`src/rtl/alarm_clock_pkg.sv`:
```
// Shared types and constants for the alarm clock: entry FSM states,
// BCD HH:MM field layout, reset alarm value and the legal-time check.
package alarm_clock_pkg;

   // Keypad entry FSM states
   typedef enum logic [1:0] {
      ST_IDLE   = 2'd0,
      ST_ENTRY  = 2'd1,
      ST_COMMIT = 2'd2
   } entry_state_e;

   // Which register a commit writes
   typedef enum logic {
      TGT_TIME  = 1'b0,
      TGT_ALARM = 1'b1
   } commit_target_e;

   // BCD 24-hour time, most significant digit first
   typedef struct packed {
      logic [3:0] ms_hour;
      logic [3:0] ls_hour;
      logic [3:0] ms_min;
      logic [3:0] ls_min;
   } bcd_time_t;

   // Default alarm at reset; nonzero so it cannot match 00:00 at reset
   localparam logic [15:0] ALARM_RESET_DEFAULT = 16'h0600;

   // True when every digit is within its range for a 24-hour HH:MM value
   function automatic logic bcd_time_legal(input bcd_time_t t);
      logic ok_v;
      ok_v = 1'b1;
      if (t.ms_hour > 4'd2) begin
         ok_v = 1'b0;
      end else if (t.ls_hour > 4'd9) begin
         ok_v = 1'b0;
      end else if ((t.ms_hour == 4'd2) && (t.ls_hour > 4'd3)) begin
         ok_v = 1'b0;
      end else if (t.ms_min > 4'd5) begin
         ok_v = 1'b0;
      end else if (t.ls_min > 4'd9) begin
         ok_v = 1'b0;
      end else begin
         ok_v = 1'b1;
      end
      return ok_v;
   endfunction

endpackage

```
`src/rtl/bcd_minute_inc.sv`:
```
// Combinational BCD HH:MM plus one minute, wrapping 23:59 to 00:00.
// Saturating compares keep every digit in range even on odd inputs.
module bcd_minute_inc
   import alarm_clock_pkg::*;
(
   input  logic [15:0] time_cur,
   output logic [15:0] time_next
);

   bcd_time_t cur_s;
   bcd_time_t nxt_s;

   assign cur_s     = bcd_time_t'(time_cur);
   assign time_next = nxt_s;

   // Ripple the minute carry through the four BCD digits
   always_comb begin
      nxt_s = cur_s;
      if (cur_s.ls_min >= 4'd9) begin
         nxt_s.ls_min = 4'd0;
         if (cur_s.ms_min >= 4'd5) begin
            nxt_s.ms_min = 4'd0;
            if ((cur_s.ms_hour >= 4'd2) && (cur_s.ls_hour >= 4'd3)) begin
               nxt_s.ms_hour = 4'd0;
               nxt_s.ls_hour = 4'd0;
            end else if (cur_s.ls_hour >= 4'd9) begin
               nxt_s.ls_hour = 4'd0;
               nxt_s.ms_hour = cur_s.ms_hour + 4'd1;
            end else begin
               nxt_s.ls_hour = cur_s.ls_hour + 4'd1;
            end
         end else begin
            nxt_s.ms_min = cur_s.ms_min + 4'd1;
         end
      end else begin
         nxt_s.ls_min = cur_s.ls_min + 4'd1;
      end
   end

endmodule

```
`src/rtl/alarm_time_keeper.sv`:
```
// Time-of-day and alarm register keeper with 4-digit keypad entry.
// Feeds current_time, alarm_time and show_alarm to the display driver.
module alarm_time_keeper
   import alarm_clock_pkg::*;
#(
   parameter int          SEC_PER_MIN   = 60,
   parameter int          ENTRY_TIMEOUT = 10,
   parameter logic [15:0] ALARM_RESET   = ALARM_RESET_DEFAULT
)
(
   input  logic        clk,
   input  logic        reset_n,
   input  logic        one_second,
   input  logic        key_valid,
   input  logic [3:0]  key,
   input  logic        load_time,
   input  logic        load_alarm,
   input  logic        show_alarm_key,
   output logic [15:0] current_time,
   output logic [15:0] alarm_time,
   output logic [15:0] key_buffer,
   output logic        show_alarm,
   output logic        one_minute,
   output logic        entry_error
);

   localparam int SEC_W = $clog2(SEC_PER_MIN + 1);
   localparam int TO_W  = $clog2(ENTRY_TIMEOUT + 1);
   localparam logic [SEC_W-1:0] SEC_LAST = SEC_W'(SEC_PER_MIN - 1);
   localparam logic [TO_W-1:0]  TO_LAST  = TO_W'(ENTRY_TIMEOUT - 1);

   entry_state_e     state_r,   state_s;
   commit_target_e   target_r,  target_s;
   logic [SEC_W-1:0] sec_cnt_r, sec_cnt_s;
   logic [TO_W-1:0]  to_cnt_r,  to_cnt_s;
   logic [2:0]       key_cnt_r, key_cnt_s;
   logic [15:0]      cur_time_r, cur_time_s;
   logic [15:0]      alarm_r,   alarm_s;
   logic [15:0]      key_buf_r, key_buf_s;
   logic             show_r;
   logic             one_min_r, one_min_s;
   logic             err_r,     err_s;
   logic [15:0]      time_inc_s;
   logic             load_any_s;
   logic             key_ok_s;
   logic             rollover_s;

   bcd_minute_inc u_minute_inc (
      .time_cur  (cur_time_r),
      .time_next (time_inc_s)
   );

   assign load_any_s = load_time | load_alarm;
   assign key_ok_s   = (key <= 4'd9);
   assign rollover_s = one_second && (sec_cnt_r == SEC_LAST);

   // Next-state logic: seconds/minute counting, then entry FSM overrides
   always_comb begin
      state_s    = state_r;
      target_s   = target_r;
      sec_cnt_s  = sec_cnt_r;
      to_cnt_s   = to_cnt_r;
      key_cnt_s  = key_cnt_r;
      cur_time_s = cur_time_r;
      alarm_s    = alarm_r;
      key_buf_s  = key_buf_r;
      one_min_s  = 1'b0;
      err_s      = 1'b0;

      if (rollover_s) begin
         sec_cnt_s  = '0;
         one_min_s  = 1'b1;
         cur_time_s = time_inc_s;
      end else if (one_second) begin
         sec_cnt_s = sec_cnt_r + 1'b1;
      end else begin
         sec_cnt_s = sec_cnt_r;
      end

      case (state_r)
         ST_IDLE: begin
            // A load in IDLE has nothing to commit; a key beside it is dropped
            if (load_any_s) begin
               state_s = ST_IDLE;
            end else if (key_valid) begin
               if (key_ok_s) begin
                  key_buf_s = {key_buf_r[11:0], key};
                  key_cnt_s = 3'd1;
                  to_cnt_s  = '0;
                  state_s   = ST_ENTRY;
               end else begin
                  err_s = 1'b1;
               end
            end else begin
               state_s = ST_IDLE;
            end
         end
         ST_ENTRY: begin
            if (load_any_s) begin
               target_s = load_time ? TGT_TIME : TGT_ALARM;
               state_s  = ST_COMMIT;
            end else if (key_valid) begin
               if (key_ok_s) begin
                  key_buf_s = {key_buf_r[11:0], key};
                  key_cnt_s = (key_cnt_r >= 3'd4) ? 3'd4 : key_cnt_r + 3'd1;
                  to_cnt_s  = '0;
               end else begin
                  err_s = 1'b1;
               end
            end else if (one_second) begin
               if (to_cnt_r >= TO_LAST) begin
                  key_buf_s = 16'h0000;
                  key_cnt_s = 3'd0;
                  to_cnt_s  = '0;
                  state_s   = ST_IDLE;
               end else begin
                  to_cnt_s = to_cnt_r + 1'b1;
               end
            end else begin
               state_s = ST_ENTRY;
            end
         end
         ST_COMMIT: begin
            if ((key_cnt_r == 3'd4) && bcd_time_legal(bcd_time_t'(key_buf_r))) begin
               if (target_r == TGT_TIME) begin
                  // Time commit overrides a coincident rollover
                  cur_time_s = key_buf_r;
                  sec_cnt_s  = '0;
                  one_min_s  = 1'b0;
               end else begin
                  alarm_s = key_buf_r;
               end
            end else begin
               err_s = 1'b1;
            end
            key_buf_s = 16'h0000;
            key_cnt_s = 3'd0;
            to_cnt_s  = '0;
            state_s   = ST_IDLE;
         end
         default: begin
            key_buf_s = 16'h0000;
            key_cnt_s = 3'd0;
            to_cnt_s  = '0;
            state_s   = ST_IDLE;
         end
      endcase
   end

   // State and output registers, asynchronously reset
   always_ff @(posedge clk or negedge reset_n) begin
      if (!reset_n) begin
         state_r    <= ST_IDLE;
         target_r   <= TGT_TIME;
         sec_cnt_r  <= '0;
         to_cnt_r   <= '0;
         key_cnt_r  <= 3'd0;
         cur_time_r <= 16'h0000;
         alarm_r    <= ALARM_RESET;
         key_buf_r  <= 16'h0000;
         show_r     <= 1'b0;
         one_min_r  <= 1'b0;
         err_r      <= 1'b0;
      end else begin
         state_r    <= state_s;
         target_r   <= target_s;
         sec_cnt_r  <= sec_cnt_s;
         to_cnt_r   <= to_cnt_s;
         key_cnt_r  <= key_cnt_s;
         cur_time_r <= cur_time_s;
         alarm_r    <= alarm_s;
         key_buf_r  <= key_buf_s;
         show_r     <= show_alarm_key;
         one_min_r  <= one_min_s;
         err_r      <= err_s;
      end
   end

   assign current_time = cur_time_r;
   assign alarm_time   = alarm_r;
   assign key_buffer   = key_buf_r;
   assign show_alarm   = show_r;
   assign one_minute   = one_min_r;
   assign entry_error  = err_r;

endmodule
```
`config.mk`:
```
export PLATFORM = sky130hd
export DESIGN_NAME = alarm_time_keeper
export DESIGN_NICKNAME = d
export VERILOG_FILES = /design/src/rtl/alarm_clock_pkg.sv /design/src/rtl/bcd_minute_inc.sv /design/src/rtl/alarm_time_keeper.sv
export SDC_FILE = /design/constraint.sdc
export NUM_CORES = 1
export LEC_CHECK = 0
export BUFFER_PORTS_ARGS = -buffer_cell sky130_fd_sc_hd__buf_4
export CAP_MARGIN = 20
export CORE_MARGIN = 2
export CORE_UTILIZATION = 25
export DETAILED_ROUTE_END_ITERATION = 10
export GPL_ROUTABILITY_DRIVEN = 0
export GPL_TIMING_DRIVEN = 0
export PLACE_DENSITY = 0.46
export SETUP_SLACK_MARGIN = 0.3
export SYNTH_ARGS = -nofsm -noshare
export SYNTH_HDL_FRONTEND = slang
export SYNTH_SLANG_ARGS = --single-unit
```
`constraint.sdc`:
```
create_clock -name clk -period 4.75 [get_ports clk]
set_clock_uncertainty 0.15 [all_clocks]
set_input_delay 0.95 -clock clk [delete_from_list [all_inputs] [get_ports clk]]
set_output_delay 0.95 -clock clk [all_outputs]
set_load 0.01 [all_outputs]
```
==> reports/qor.txt, run 1 <==
fin crit period: 2.71 ns
fin nets: 440
post-cts sizing count: 0
switching share of total power: 31.3%
horizontal die dimension: 121 um
Final HPWL DP: 6.32 mm
Power Total: 1.95 mW
crit path launch: key[1]
critical path cell sequence: buf_4, o21a_1, a2bb2oi_1, o41ai_1, clkbuf_1, a21oi_1
slowest stage delay, CP: 0.68 ns
RSZ-0062 raised after global routing: false
Hold Buf Count CTS: 0
reg-to-reg endpoint: key_buffer[10]
Die Height: 121 um
status: complete, no violations
synth cell count leaders: dfrtp_1 (65), nor2_1 (40), a21oi_1 (36)
Final period util: 57.1%
Synth Register Bits: 67
Slew headroom: 41.7%
CP max stage cell: o41ai_1
worst hold-check slack: 0.355 ns
final worst setup slack: 2.04 ns
final antenna-violating net count: 0
vias in the first global route: 2826
Gate Count Post-Synth: 342
Leakage: 2.06 nW
pre-CTS setup slack: 1.69 ns
CORE AREA: 13200 um2
effective utilization at floorplan: 25.7%
clock-pin slew on the worst setup and hold paths: 0.06 ns
count of input and output buffers: 59
initial DRC count: 123
synthesized area per cell: 9.95 um2
share of the synthesized area in the top cell type: 47.8%
Net Switching: 610 uW
Final Max Tran Viols: 0
routed vias: 2765
Root Buffer: clkbuf_16
crit-path max FO: 10
Worst EP arrival: 2.75 ns
IO Pins: 62
multi-input logic area: 1590 um2
dpl cells: 577
Yosys top cell by area: dfrtp_1
pin count of the biggest net entering global routing: 68
area delta synth->final: 28.9%
Worst-Skew Late Latency: 0.33 ns
clock buffer depth: 2
clk sinks: 67
total routed wirelength: 8.92 mm
hold depth: 1
CTS tree: built
ant diodes: 0
first-pass GRT wire length: 14.8 mm
part of the power in registers: 42.4%
Die ar.: 14600 um2
endpoints failing setup: 0
design area: 4390 um2
final hold violations: 0
count leader, synth: dfrtp_1
num rows: 42
Worst Setup End Kind: flop
share of post-route cells with drive strength above 1: 23.7%
fin util: 33.1%
r2r setup slk: 2.16 ns
placed cell area: 4070 um2
drt drc: 0
Seq/Total Area, Yosys: 49.4%
mapped cell area: 3400 um2
Worst Path Required: 4.79 ns
setup TNS: 0 ns
Slew @ Worst Pin: 0.875 ns
syn nets: 370
EDFF count, synth: 0
ys flop type: dfrtp_1
final non-filler cell total: 593
router iterations before antenna repair: 4
GR Overflow Total: 0
worst setup path end: key_buffer[10]
pwr dens: 444 nW/um2
vias per cell: 4.66
Synth area leaders: dfrtp_1 (48%), ha_1 (6.3%), a21oi_1 (5.3%)
Global Route Usage Sum: 13.2%
initial antenna violation count: 0
Yosys cell types: 58
wire per inst: 15.0 um
CTS Buf Count: 9
Hold Path Class: flop to flop
reg-to-reg critical path startpoint: to_cnt_r[0]
Async S/R FF share, synth: 100%
crit path kind: input pin to flop
Gate power share: 20.4%
FF+latch area: 1680 um2
R2R depth: 7
CTS H-tree lvls: 3
fmax: 368 MHz
Fillers: 1419
Ys Warns: 0
CP startpoint kind: input pin
maxcap violations: 0
worst IR drop on VDD: 0.171 mV
Pint: 1.34 mW
Post-CTS Setup Bufs: 0
Clock power frac: 37.3%
power groups by stage:
stage	sequential (mW)	combinational (mW)	clock [mW]
floorplan	0.808	0.206	0
CTS	0.830	0.404	0.747
global route	0.848	0.458	0.774
detailed placement	0.838	0.402	0
global placement	0.835	0.394	0
finish	0.826	0.397	0.726
cells in the final DEF (no fill, tap or decap), types with 12 or more instances in the layout:
cell / n
dfrtp_1: 65
a21oi_1: 36
ha_1: 17
clkbuf_1: 12
buf_4: 59
mux2_2: 13
inv_1: 15
nor2_1: 40
nand2_1: 31
o21ai_0: 14
routing by layer:
metal  GRT usage (%)  share of wire [%]
met1            17.1                 48
met2            20.8                 47
met3            3.87                4.2
met4            4.94                1.4
met5               0                  0
cell type report:
class	count	area share, %
tap	176	5.02
inverter	15	1.28
clock inverter	4	1.68
buffer	15	1.71
clock buffer	12	5.62
multi-input combinational	245	36.3
timing repair buffer	59	10.1
sequential	67	38.3
sequential cells by signal (all words and copies together) (netlist names):
signal        flops
key_buffer       16
one_minute        1
state_r           2
sec_cnt_r         6
entry_error       1
key_cnt_r         3
show_alarm        1
target_r          1
to_cnt_r          4
current_time     16
alarm_time       16
worst min path at each step:
stage,startpoint,to,slack (ns)
2_1_floorplan,to_cnt_r[2],to_cnt_r[2],0.33
3_3_place_gp,alarm_time[7],alarm_time[7],0.34
3_5_place_dp,alarm_time[7],alarm_time[7],0.34
4_1_cts,alarm_time[14],alarm_time[14],0.36
5_1_grt,alarm_time[0],alarm_time[0],0.37
6_report,alarm_time[14],alarm_time[14],0.36
logic make-up (layout without fill, tap and decap cells):
family / count (synthesis) / count (layout) / share of synthesized area [%]
buf+inv: 30 / 105 / 3.86
fa+ha+maj: 17 / 17 / 6.25
xor+xnor: 4 / 4 / 1.03
compound gates: 92 / 92 / 17.3
simple gates: 117 / 117 / 17.3
mux: 15 / 15 / 4.89
flops: 67 / 67 / 49.4
worst max-delay path, delay by kind of cell:
family	cells	cell delay (ns)
AO/OA/AOI/OAI	4	1.23
buffers and inverters	2	0.57
(Power assumes the default switching activity.)
==> run 2, diff against run 1 <==
- ABC_AREA: default -> 1
- clock period: 4.75 -> 2.8 ns (I/O delays scaled with it)
==> reports/qor.txt, run 2 <==
status: complete, no violations
IO Pins: 62
Hold Path Class: input pin to flop
Final period util: 73.8%
synthesized area per cell: 7.66 um2
Crit path top cell by count: nand2_1
final antenna-violating net count: 0
Worst-Skew Late Latency: 0.33 ns
EDFF count, synth: 0
ant diodes: 0
drt drc: 0
worst IR drop on VDD: 0.300 mV
clock buffer depth: 2
final non-filler cell total: 816
Yosys top cell by area: dfrtp_1
Synth Register Bits: 67
CORE AREA: 15800 um2
Net Switching: 1.55 mW
Gate Count Post-Synth: 524
Pint: 2.42 mW
CTS H-tree lvls: 3
pwr dens: 793 nW/um2
crit path kind: flop to flop
Die ar.: 17100 um2
Fillers: 1729
clock-pin slew on the worst setup and hold paths: 0.06 ns
Worst Setup End Kind: flop
Synth area leaders: dfrtp_1 (40%), nand2_1 (15%), inv_1 (6.9%)
CTS tree: built
critical path cell sequence: inv_1, ha_1, nand2_1, nand2_1, nand2_1, clkbuf_1, nand2_1, inv_1, nand2_1, nand3_1, nand2_1
Post-CTS Setup Bufs: 0
Yosys cell types: 34
wire per inst: 13.9 um
routed vias: 3624
final hold violations: 0
share of the synthesized area in the top cell type: 40.5%
pre-CTS setup slack: 0.734 ns
vias per cell: 4.44
final worst setup slack: 0.733 ns
fmax: 484 MHz
Clock power frac: 28.0%
initial DRC count: 236
Worst Path Required: 2.87 ns
Slew headroom: 40.8%
CTS Buf Count: 9
Async S/R FF share, synth: 100%
Die Height: 131 um
pin count of the biggest net entering global routing: 68
switching share of total power: 39.1%
Gate power share: 35.4%
Final HPWL DP: 8.24 mm
Global Route Usage Sum: 14.2%
synth cell count leaders: nand2_1 (159), inv_1 (74), dfrtp_1 (65)
setup TNS: 0 ns
design area: 5020 um2
Slew @ Worst Pin: 0.889 ns
Root Buffer: clkbuf_16
area delta synth->final: 24.9%
RSZ-0062 raised after global routing: false
CP max stage cell: dfrtp_1
commonest non-fill, non-tap cells in the layout: nand2_1 (159), inv_1 (74), dfrtp_1 (65)
placed cell area: 4740 um2
vias in the first global route: 3618
syn nets: 552
Seq/Total Area, Yosys: 41.8%
ys flop type: dfrtp_1
count of input and output buffers: 60
total routed wirelength: 11.3 mm
count leader, synth: nand2_1
share of post-route cells with drive strength above 1: 21.2%
endpoints failing setup: 0
mapped cell area: 4020 um2
fin util: 31.8%
GR Overflow Total: 0
slowest stage delay, CP: 0.43 ns
Hold Buf Count CTS: 0
crit-path max FO: 10
dpl cells: 800
Ys Warns: 0
maxcap violations: 0
router iterations before antenna repair: 4
post-cts sizing count: 0
first-pass GRT wire length: 18.6 mm
fin nets: 623
clk sinks: 67
num rows: 46
most common cell after layout, fill and taps aside: nand2_1
horizontal die dimension: 131 um
CP startpoint kind: flop
Final Max Tran Viols: 0
fin crit period: 2.07 ns
part of the power in registers: 36.6%
Worst EP arrival: 2.14 ns
effective utilization at floorplan: 25.5%
initial antenna violation count: 0
Leakage: 2.60 nW
==> run 2: cell types whose count changed in the layout (fill, tap and decap cells not counted), sizes merged, moves of 13 or more <==
cell,previous run,this run
o21ai,14,49
o2111ai,0,15
a21oi,36,9
mux2,13,0
nand3,6,33
inv,15,78
nand2,31,164
==> run 2: layout make-up <==
class / count / area, um2 / share of cell area, %
Timing Repair Buffer: 60 / 450 / 8.98
Clock inverter: 3 / 40.0 / 0.798
Clock buffer: 13 / 240 / 4.79
Buffer: 16 / 121 / 2.42
Inverter: 78 / 293 / 5.84
Tap cell: 216 / 270 / 5.39
Sequential cell: 67 / 1680 / 33.5
Multi-Input combinational cell: 363 / 1920 / 38.3
==> run 2: per-layer routing <==
layer	global-route usage, %	share of wire [%]	wire length (um)
met5	0	0	0
met2	22.3	47	5360
met3	3.05	3.8	431
met1	19.8	48	5400
met4	4.01	1.0	114
==> run 2: critical path, delay by kind of cell, from the launching register on <==
kind / cells / cell delay, ns
fa+ha+maj: 1 / 0.18
buf+inv: 3 / 0.60
flops: 1 / 0.43
simple gates: 7 / 0.60
==> run 2: power groups by stage <==
stage	clock network, mW	logic, mW	registers (mW)
floorplan	0	0.834	1.45
global placement	0	1.40	1.47
detailed placement	0	1.42	1.47
CTS	1.15	1.43	1.46
global route	1.19	1.60	1.50
finish	1.11	1.41	1.46
==> run 2: logic make-up (layout without fill, tap and decap cells) <==
| group | count (synthesis) | after routing | share of synthesized area [%] |
|---|---|---|---|
| xor+xnor | 4 | 4 | 0.872 |
| fa+ha+maj | 17 | 17 | 5.30 |
| compound gates | 79 | 79 | 13.6 |
| buf+inv | 94 | 170 | 10.3 |
| flops | 67 | 67 | 41.8 |
| simple gates | 263 | 263 | 28.2 |
==> run 2: per-stage QoR <==
step	hold WS, ns	power (mW)
after global placement	0.318	2.87
after CTS	0.172	4.04
after global routing	0.168	4.29
after floorplan	0.114	2.29
after detailed placement	0.316	2.89
final	0.185	3.98
==> run 2: path summary, 6_finish.rpt <==
kind | start | to | slack, ns | cells after the start
max in group asynchronous | reset_n | to_cnt_r[2] | 1.73 | 1
worst max register to register | current_time[5] | current_time[10] | 0.73 | 11
worst min register to register | alarm_time[9] | alarm_time[9] | 0.32 | 2
min in group asynchronous | reset_n | current_time[6] | 0.21 | 1
worst max-delay path | current_time[5] | current_time[10] | 0.73 | 11
worst min-delay path | show_alarm_key | show_alarm | 0.19 | 1
